$ cat src/rtl/mem_pkg.sv
// Shared definitions for the MEM-stage load/store unit: funct3 codes, FSM encoding,
// and store lane helpers.
package mem_pkg;

  localparam logic [2:0] F3_B  = 3'b000;
  localparam logic [2:0] F3_H  = 3'b001;
  localparam logic [2:0] F3_W  = 3'b010;
  localparam logic [2:0] F3_BU = 3'b100;
  localparam logic [2:0] F3_HU = 3'b101;

  typedef enum logic [1:0] {
    ST_IDLE   = 2'b00,
    ST_ACCESS = 2'b01,
    ST_DONE   = 2'b10
  } state_t;

  function automatic logic [3:0] store_strobe(input logic [2:0] funct3, input logic [1:0] offset);
    case (funct3)
      F3_B:    return 4'b0001 << offset;
      F3_H:    return 4'b0011 << {offset[1], 1'b0};
      F3_W:    return 4'b1111;
      default: return 4'b0000;
    endcase
  endfunction

  // Replicate the store operand across every lane so the strobes alone pick the bytes.
  function automatic logic [31:0] store_data(input logic [2:0] funct3, input logic [31:0] wdata);
    case (funct3)
      F3_B:    return {4{wdata[7:0]}};
      F3_H:    return {2{wdata[15:0]}};
      default: return wdata;
    endcase
  endfunction

endpackage

$ cat src/rtl/load_extend.sv
// Combinational byte/half lane selection and sign/zero extension of a loaded word.
import mem_pkg::*;

module load_extend (
  input  logic [31:0] rdata,
  input  logic [1:0]  offset,
  input  logic [2:0]  funct3,
  output logic [31:0] result
);

  logic [7:0]  byte_lane;
  logic [15:0] half_lane;

  always_comb begin
    case (offset)
      2'd0:    byte_lane = rdata[7:0];
      2'd1:    byte_lane = rdata[15:8];
      2'd2:    byte_lane = rdata[23:16];
      default: byte_lane = rdata[31:24];
    endcase
    half_lane = offset[1] ? rdata[31:16] : rdata[15:0];

    case (funct3)
      F3_B:    result = {{24{byte_lane[7]}}, byte_lane};
      F3_H:    result = {{16{half_lane[15]}}, half_lane};
      F3_BU:   result = {24'h000000, byte_lane};
      F3_HU:   result = {16'h0000, half_lane};
      default: result = rdata;
    endcase
  end

endmodule

$ cat src/rtl/mem_access_unit.sv
// MEM-stage load/store unit: request/ready handshake with data memory, lane steering,
// load extension and pipeline stall generation.
import mem_pkg::*;

module mem_access_unit #(
  parameter int TIMEOUT_CYCLES = 255,
  parameter int CNT_WIDTH      = 8
) (
  input  logic        clock,
  input  logic        reset,
  input  logic        MemReadM,
  input  logic        MemWriteM,
  input  logic [2:0]  Funct3M,
  input  logic [31:0] ALUResultM,
  input  logic [31:0] WriteDataM,
  output logic [31:0] ReadDataM,
  output logic        StallMem,
  output logic        AccessFaultM,
  output logic        BusErrM,
  output logic        mem_req,
  output logic        mem_we,
  output logic [31:0] mem_addr,
  output logic [31:0] mem_wdata,
  output logic [3:0]  mem_wstrb,
  input  logic        mem_ready,
  input  logic [31:0] mem_rdata
);

  localparam logic [CNT_WIDTH-1:0] CNT_LAST = CNT_WIDTH'(TIMEOUT_CYCLES - 1);

  state_t               state, state_next;
  logic [CNT_WIDTH-1:0] wait_cnt;
  logic [1:0]           offset_p1;
  logic [2:0]           funct3_p1;
  logic                 op, bad_funct3, misaligned, start, timeout;
  logic [31:0]          load_result;

  always_comb begin
    op = MemWriteM | MemReadM;
    if (MemWriteM)
      bad_funct3 = !(Funct3M inside {F3_B, F3_H, F3_W});
    else
      bad_funct3 = Funct3M inside {3'b011, 3'b110, 3'b111};
    misaligned = ((Funct3M[1:0] == 2'b01) && ALUResultM[0]) ||
                 ((Funct3M == F3_W) && (ALUResultM[1:0] != 2'b00));
    AccessFaultM = op & (bad_funct3 | misaligned);
  end

  always_ff @(posedge clock or posedge reset) begin
    if (reset) state <= ST_IDLE;
    else       state <= state_next;
  end

  always_comb begin
    state_next = state;
    StallMem   = 1'b0;
    start      = 1'b0;
    timeout    = 1'b0;
    case (state)
      ST_IDLE: begin
        if (op && !AccessFaultM) begin
          StallMem   = 1'b1;
          start      = 1'b1;
          state_next = ST_ACCESS;
        end
      end
      ST_ACCESS: begin
        StallMem = 1'b1;
        if (mem_ready) begin
          state_next = ST_DONE;
        end else if ((TIMEOUT_CYCLES != 0) && (wait_cnt == CNT_LAST)) begin
          timeout    = 1'b1;
          state_next = ST_DONE;
        end
      end
      ST_DONE:  state_next = ST_IDLE;
      default:  state_next = ST_IDLE;
    endcase
    // A reset that lands mid-access must release the pipeline at once.
    if (reset) StallMem = 1'b0;
  end

  load_extend u_load_extend (
    .rdata  (mem_rdata),
    .offset (offset_p1),
    .funct3 (funct3_p1),
    .result (load_result)
  );

  // Request capture (IDLE -> ACCESS) and completion/abort (ACCESS -> DONE)
  always_ff @(posedge clock or posedge reset) begin
    if (reset) begin
      mem_req   <= 1'b0;
      mem_we    <= 1'b0;
      mem_addr  <= '0;
      mem_wdata <= '0;
      mem_wstrb <= '0;
      ReadDataM <= '0;
      BusErrM   <= 1'b0;
      wait_cnt  <= '0;
      offset_p1 <= '0;
      funct3_p1 <= '0;
    end else begin
      case (state)
        ST_IDLE: begin
          if (start) begin
            mem_req   <= 1'b1;
            mem_we    <= MemWriteM;
            mem_addr  <= {ALUResultM[31:2], 2'b00};
            mem_wdata <= MemWriteM ? store_data(Funct3M, WriteDataM) : 32'h0;
            mem_wstrb <= MemWriteM ? store_strobe(Funct3M, ALUResultM[1:0]) : 4'b0000;
            offset_p1 <= ALUResultM[1:0];
            funct3_p1 <= Funct3M;
            wait_cnt  <= '0;
          end
        end
        ST_ACCESS: begin
          if (mem_ready) begin
            mem_req <= 1'b0;
            if (!mem_we) ReadDataM <= load_result;
          end else if (timeout) begin
            mem_req   <= 1'b0;
            ReadDataM <= '0;
            BusErrM   <= 1'b1;
          end else begin
            wait_cnt <= wait_cnt + 1'b1;
          end
        end
        ST_DONE:  BusErrM <= 1'b0;
        default:  BusErrM <= 1'b0;
      endcase
    end
  end

endmodule

$ cat config.mk
export PLATFORM = sky130hd
export DESIGN_NAME = mem_access_unit
export DESIGN_NICKNAME = d
export VERILOG_FILES = /design/src/rtl/mem_pkg.sv /design/src/rtl/load_extend.sv /design/src/rtl/mem_access_unit.sv
export SDC_FILE = /design/constraint.sdc
export NUM_CORES = 1
export LEC_CHECK = 0
export ABC_AREA = 1
export CAP_MARGIN = 15
export CORE_MARGIN = 2
export CORE_UTILIZATION = 45
export DETAILED_ROUTE_END_ITERATION = 16
export HOLD_SLACK_MARGIN = 0.03
export MAX_ROUTING_LAYER = met4
export PLACE_DENSITY = 0.88
export RECOVER_POWER = 25
export SETUP_SLACK_MARGIN = 0.2
export SYNTH_ARGS = -nofsm -noshare
export SYNTH_HDL_FRONTEND = slang
export SYNTH_SLANG_ARGS = --single-unit
$ cat constraint.sdc
create_clock -name clock -period 4.1 [get_ports clock]
set_input_delay 0.41 -clock clock [delete_from_list [all_inputs] [get_ports clock]]
set_output_delay 0.41 -clock clock [all_outputs]
set_load 0.05 [all_outputs]
# Word level (Yosys, flattened, before mapping)
# Index checks and enable logic that the tools add are counted.
# W data, S select, Z words.
# totals
mem_count	0
input_bits	104
out_inout_bits	105
latch_bits	0
rom_bits	0
elab_cells	93
ff_bits	116
ram_bits	0
# op_classes
n_reduce_logical	21
order_cmp	0
n_shift	2
eq_ne	21
mul	0
addsub	1
muxes	33
div_mod_pow	0
n_bitwise	4
# op_table
op	count
$mux W32	4
$pmux W32 S4	1
$pmux W32 S2	1
$mux W8	3
$pmux W8 S3	1
$mux W16	1
$pmux W8 S2	1
$eq A3 B3 Y1 const B	4
$mux W1	12
$ne A2 B2 Y1 const B	6
$pmux W4 S3	1
$reduce_and A3 Y1	3
$add A8 B1 Y8 const B	1
$eq A8 B8 Y1 const B	1
$eq A2 B1 Y1 const B	3
$eq A3 B1 Y1 const B	2
$eq A3 B2 Y1 const B	2
$logic_not A3 Y1	2
$mux W2	3
$ne A3 B3 Y1 const B	2
$pmux W1 S2	3
$reduce_bool A2 Y1	3
$reduce_bool A3 Y1	2
$logic_not A2 Y1	2
13 further kinds	18

# Depth between registers and ports, before layout
# depth
depth_word	12
depth_mapped	9
ltp_nobuf	9

# Cells and area by module
# Synthesis repeated with hierarchy kept, for this count alone.
# hier_totals
cells_unflattened	829
area_unflattened_um2	6223.5
# by_module_without_submodules
mod	n_inst	cells_each	area_each_um2	seq_area_each_um2
mem_access_unit	1	666	5365.1	2902.8
load_extend	1	163	858.3	0.0

# Worst setup path after synthesis
# OpenSTA, ideal clock, no wires.
# synth_path
kind	input-to-output
start	in Funct3M[1]
end	out AccessFaultM
arrival_time_ps	1844
required_time_ps	3690
stages	5
n_path_buf	0
setup_slack_ps	1846
cell_sequence	inv_1 > nand3_1 > o21ai_1 > inv_2 > a21boi_0
# synth_via
elab_chain_len	6
elab_cells_between_ends	16
cone_classes	eq/ne (6); mux (1); bitwise (2); reduce/logical (7)
# synth_rtl
item	line	source
from (decl)	mem_access_unit.sv:13	input logic [2:0] Funct3M,
$eq A3 B1 Y1 (tied with other cells)	mem_access_unit.sv:41	bad_funct3 = !(Funct3M inside {F3_B, F3_H, F3_W});
$reduce_bool A3 Y1	mem_access_unit.sv:41	
$logic_not A1 Y1	mem_access_unit.sv:41	
$mux W1	mem_access_unit.sv:40	if (MemWriteM)
$or A1 B1 Y1 *	mem_access_unit.sv:46	AccessFaultM = op & (bad_funct3 | misaligned);
$and A1 B1 Y1 *	mem_access_unit.sv:46	
to (decl)	mem_access_unit.sv:18	output logic AccessFaultM,
# Every way passes the cells marked *; elsewhere a longest branch is shown, timed or not.

==> results.sh <==
export IMPL_grt_use_total_pct=26.44
export IMPL_cts_setup_buffers=0
export IMPL_worst_path_buf_inv=2
export IMPL_p_leak_nw=4.049
export IMPL_antenna_found_initial=0
export IMPL_drt_first_pass_iters=5
export IMPL_cts_clk_slew_worst_paths_ns=0.06
export IMPL_finalSetupTns_ns=0
export IMPL_end_kind="async pin"
export IMPL_grt_overflow_total=0
export IMPL_die_w_um=117.9
export IMPL_start_util_pct=46.10
export IMPL_start_kind="input port"
export IMPL_finalNonFillerCells=1126
export IMPL_cts_buffers=17
export IMPL_arrival_ns=2.90
export IMPL_ios=209
export IMPL_critPathTopFamily="buffers and inverters"
export IMPL_violations="capacitance limit, slew limit"
export IMPL_grt_pass1_wl_um=28390
export IMPL_portBuffers=206
export IMPL_htreeDepth=4
export IMPL_synth_seq_cells=116
export IMPL_placedCellCount=1094
export IMPL_period_share_pct=71.98
export IMPL_synth_cells=754
export IMPL_core_area_um2=12670
export IMPL_power_density_nw_per_um2=852.0
export IMPL_drv_slew=68
export IMPL_drive_gt1_share_pct=8.595
export IMPL_synth_distinct_cells=32
export IMPL_status="finished, violations left"
export IMPL_die_h_um=117.9
export IMPL_fmax_mhz=338.9
export IMPL_worstPathRequired_ns=4.05
export IMPL_cts_tree="built"
export IMPL_setup_viol=0
export IMPL_hold_class="register to register"
export IMPL_rsz0062_at_grt="false"
export IMPL_die_area_um2=13910
export IMPL_hold_viol=0
export IMPL_grt_max_degree=72
export IMPL_gp_congestion=0.9207
export IMPL_drv_cap=1
export IMPL_hold_ws_ns=0.4795
export IMPL_max_stage_delay_ns=1.87
export IMPL_relSlewSlack_pct=-75.94
export IMPL_routed_wl_um=17480
export IMPL_critPathKind="input port to async pin"
export IMPL_vias=5870
export IMPL_finalCriticalPeriod_ns=2.951
export IMPL_tightest_slew_ns=2.636
export IMPL_final_util_pct=67.44
export IMPL_cp_slowest_cell="inv_1"
export IMPL_peakVddDrop_v=0.0005527
export IMPL_n_fill_cell=1010
export IMPL_cts_root_buf="clkbuf_16"
export IMPL_clockBufferDepth=2
export IMPL_cts_hold_buf=0
export IMPL_cts_resized=0
export IMPL_syn_area_per_cell_um2=7.748
export IMPL_nets=1047
export IMPL_skew_ns=0.009713
export IMPL_postRouteAntennaNets=0
export IMPL_drc=0
export IMPL_dp_hpwl_um=12360
export IMPL_cp_max_fo=68
export IMPL_first_global_vias=5770
export IMPL_areaGrowthSynthToFinish_pct=46.28
export IMPL_cts_sinks=116
export IMPL_ys_seq_area_share_pct=49.69
export IMPL_synthesis_area_um2=5842
export IMPL_clk_latency_ns=0.42
export IMPL_yosys_warnings=0
export IMPL_num_rows=41
export IMPL_n_antenna_cell=0
export IMPL_path_cells="dlygate4sd3_1 > inv_1"
export IMPL_drt_iter0_drc=585
export IMPL_detail_route_wl_per_cell_um=15.53
export IMPL_avgViaCountPerCell=5.213
==> worst paths after layout <==
kind,startpoint,endpoint,slack (ns),cells after the start
worst max-delay path,reset,ReadDataM[0]$_DFFE_PP0P_,1.15,2
worst min-delay path,mem_addr[30]$_DFFE_PP0P_,mem_addr[30]$_DFFE_PP0P_,0.48,2
worst max register to register,state[1]$_DFFE_PP0P_,ReadDataM[5]$_DFFE_PP0P_,1.71,8
worst min register to register,mem_addr[30]$_DFFE_PP0P_,mem_addr[30]$_DFFE_PP0P_,0.48,2
max in group clock,MemWriteM,AccessFaultM,1.18,6
min in group asynchronous,reset,wait_cnt[2]$_DFFE_PP0P_,1.44,2
==> Yosys cell counts <==
cell	n	area share, %
a21boi_0	1	0.13
a21oi_1	25	2.1
a21oi_2	2	0.30
a22oi_1	1	0.13
buf_1	3	0.19
buf_2	23	2.0
buf_4	5	0.64
buf_6	7	1.3
clkbuf_1	7	0.45
clkinv_1	1	0.064
conb_1	1	0.064
dfrtp_1	116	50
ha_1	2	0.43
inv_1	33	2.1
inv_2	8	0.51
nand2_1	293	19
nand2_2	3	0.32
nand3_1	101	8.7
nand3_2	2	0.34
nand3_4	1	0.30
nand4_4	2	0.73
nor2_1	20	1.3
nor2_2	2	0.21
nor3_1	1	0.086
o21ai_0	50	4.3
o21ai_1	11	0.94
o21ai_2	2	0.30
or2_0	3	0.32
or2_1	1	0.11
or2_2	22	2.4
xnor2_1	1	0.15
xor2_1	4	0.60
==> where the power goes <==
part	leakage, nW	internal, mW	switching, mW	total, mW
combinational	2.26	1.20	2.54	3.74
sequential	1.49	1.62	0.360	1.98
clock	0.301	1.03	0.534	1.56
total	4.05	3.84	3.44	7.28
==> layout by cell type, fill, tap and decap left out, drive strengths merged, types with 3 or more instances in the layout <==
master and n:
dfrtp 116, bufinv 4, clkinv 8, nand3 104, xor2 4, buf 7
clkbuf 18, clkinvlp 3, a21oi 27, inv 41, nand2 296, clkdlybuf4s50 204
nor2 22, or2 26, o21ai 63
==> state kept, by name, summed over array words and instances, names as in the netlist <==
register   cells
BusErrM        1
ReadDataM     32
funct3_p1      3
mem_addr      30
mem_req        1
mem_wdata     32
mem_we         1
mem_wstrb      4
offset_p1      2
state          2
wait_cnt       8
==> final cells by class <==
type / count / area, um^2 / share of cell area, %
clock buffers: 18 / 439.2 / 5.139
clock inverters: 14 / 185.2 / 2.167
inverters: 42 / 157.7 / 1.845
multi-input cells: 552 / 2516 / 29.44
flip-flops and latches: 116 / 2903 / 33.97
well taps: 172 / 215.2 / 2.518
repair buffers: 212 / 2130 / 24.92
==> metrics by stage <==
step	instance area, um^2	total power, mW	worst slack [ns]
floorplan	5846	4.462	0.6176
global placement	7924	5.656	1.295
detailed placement	7924	5.719	1.256
CTS	8548	7.315	1.260
global route	8546	7.643	0.5907
finish	8546	7.281	1.149
==> logic make-up after synthesis <==
kind of cell / synth area share (%)
xor gates and xnor gates: 0.7496
DFF: 49.69
other: 0.06419
adders and majority gates: 0.4283
buffers and inverters: 7.304
AOI/OAI and AO/OA: 8.225
and+or+nand+nor: 33.54
==> per-layer routing <==
metal  track usage [%]  share of wire (%)
met1             31.75                 40
met2             41.17                 47
met3             8.236                9.5
met4             11.52                3.2
met5                 -                  0
Power figures use the tool's default switching activity.
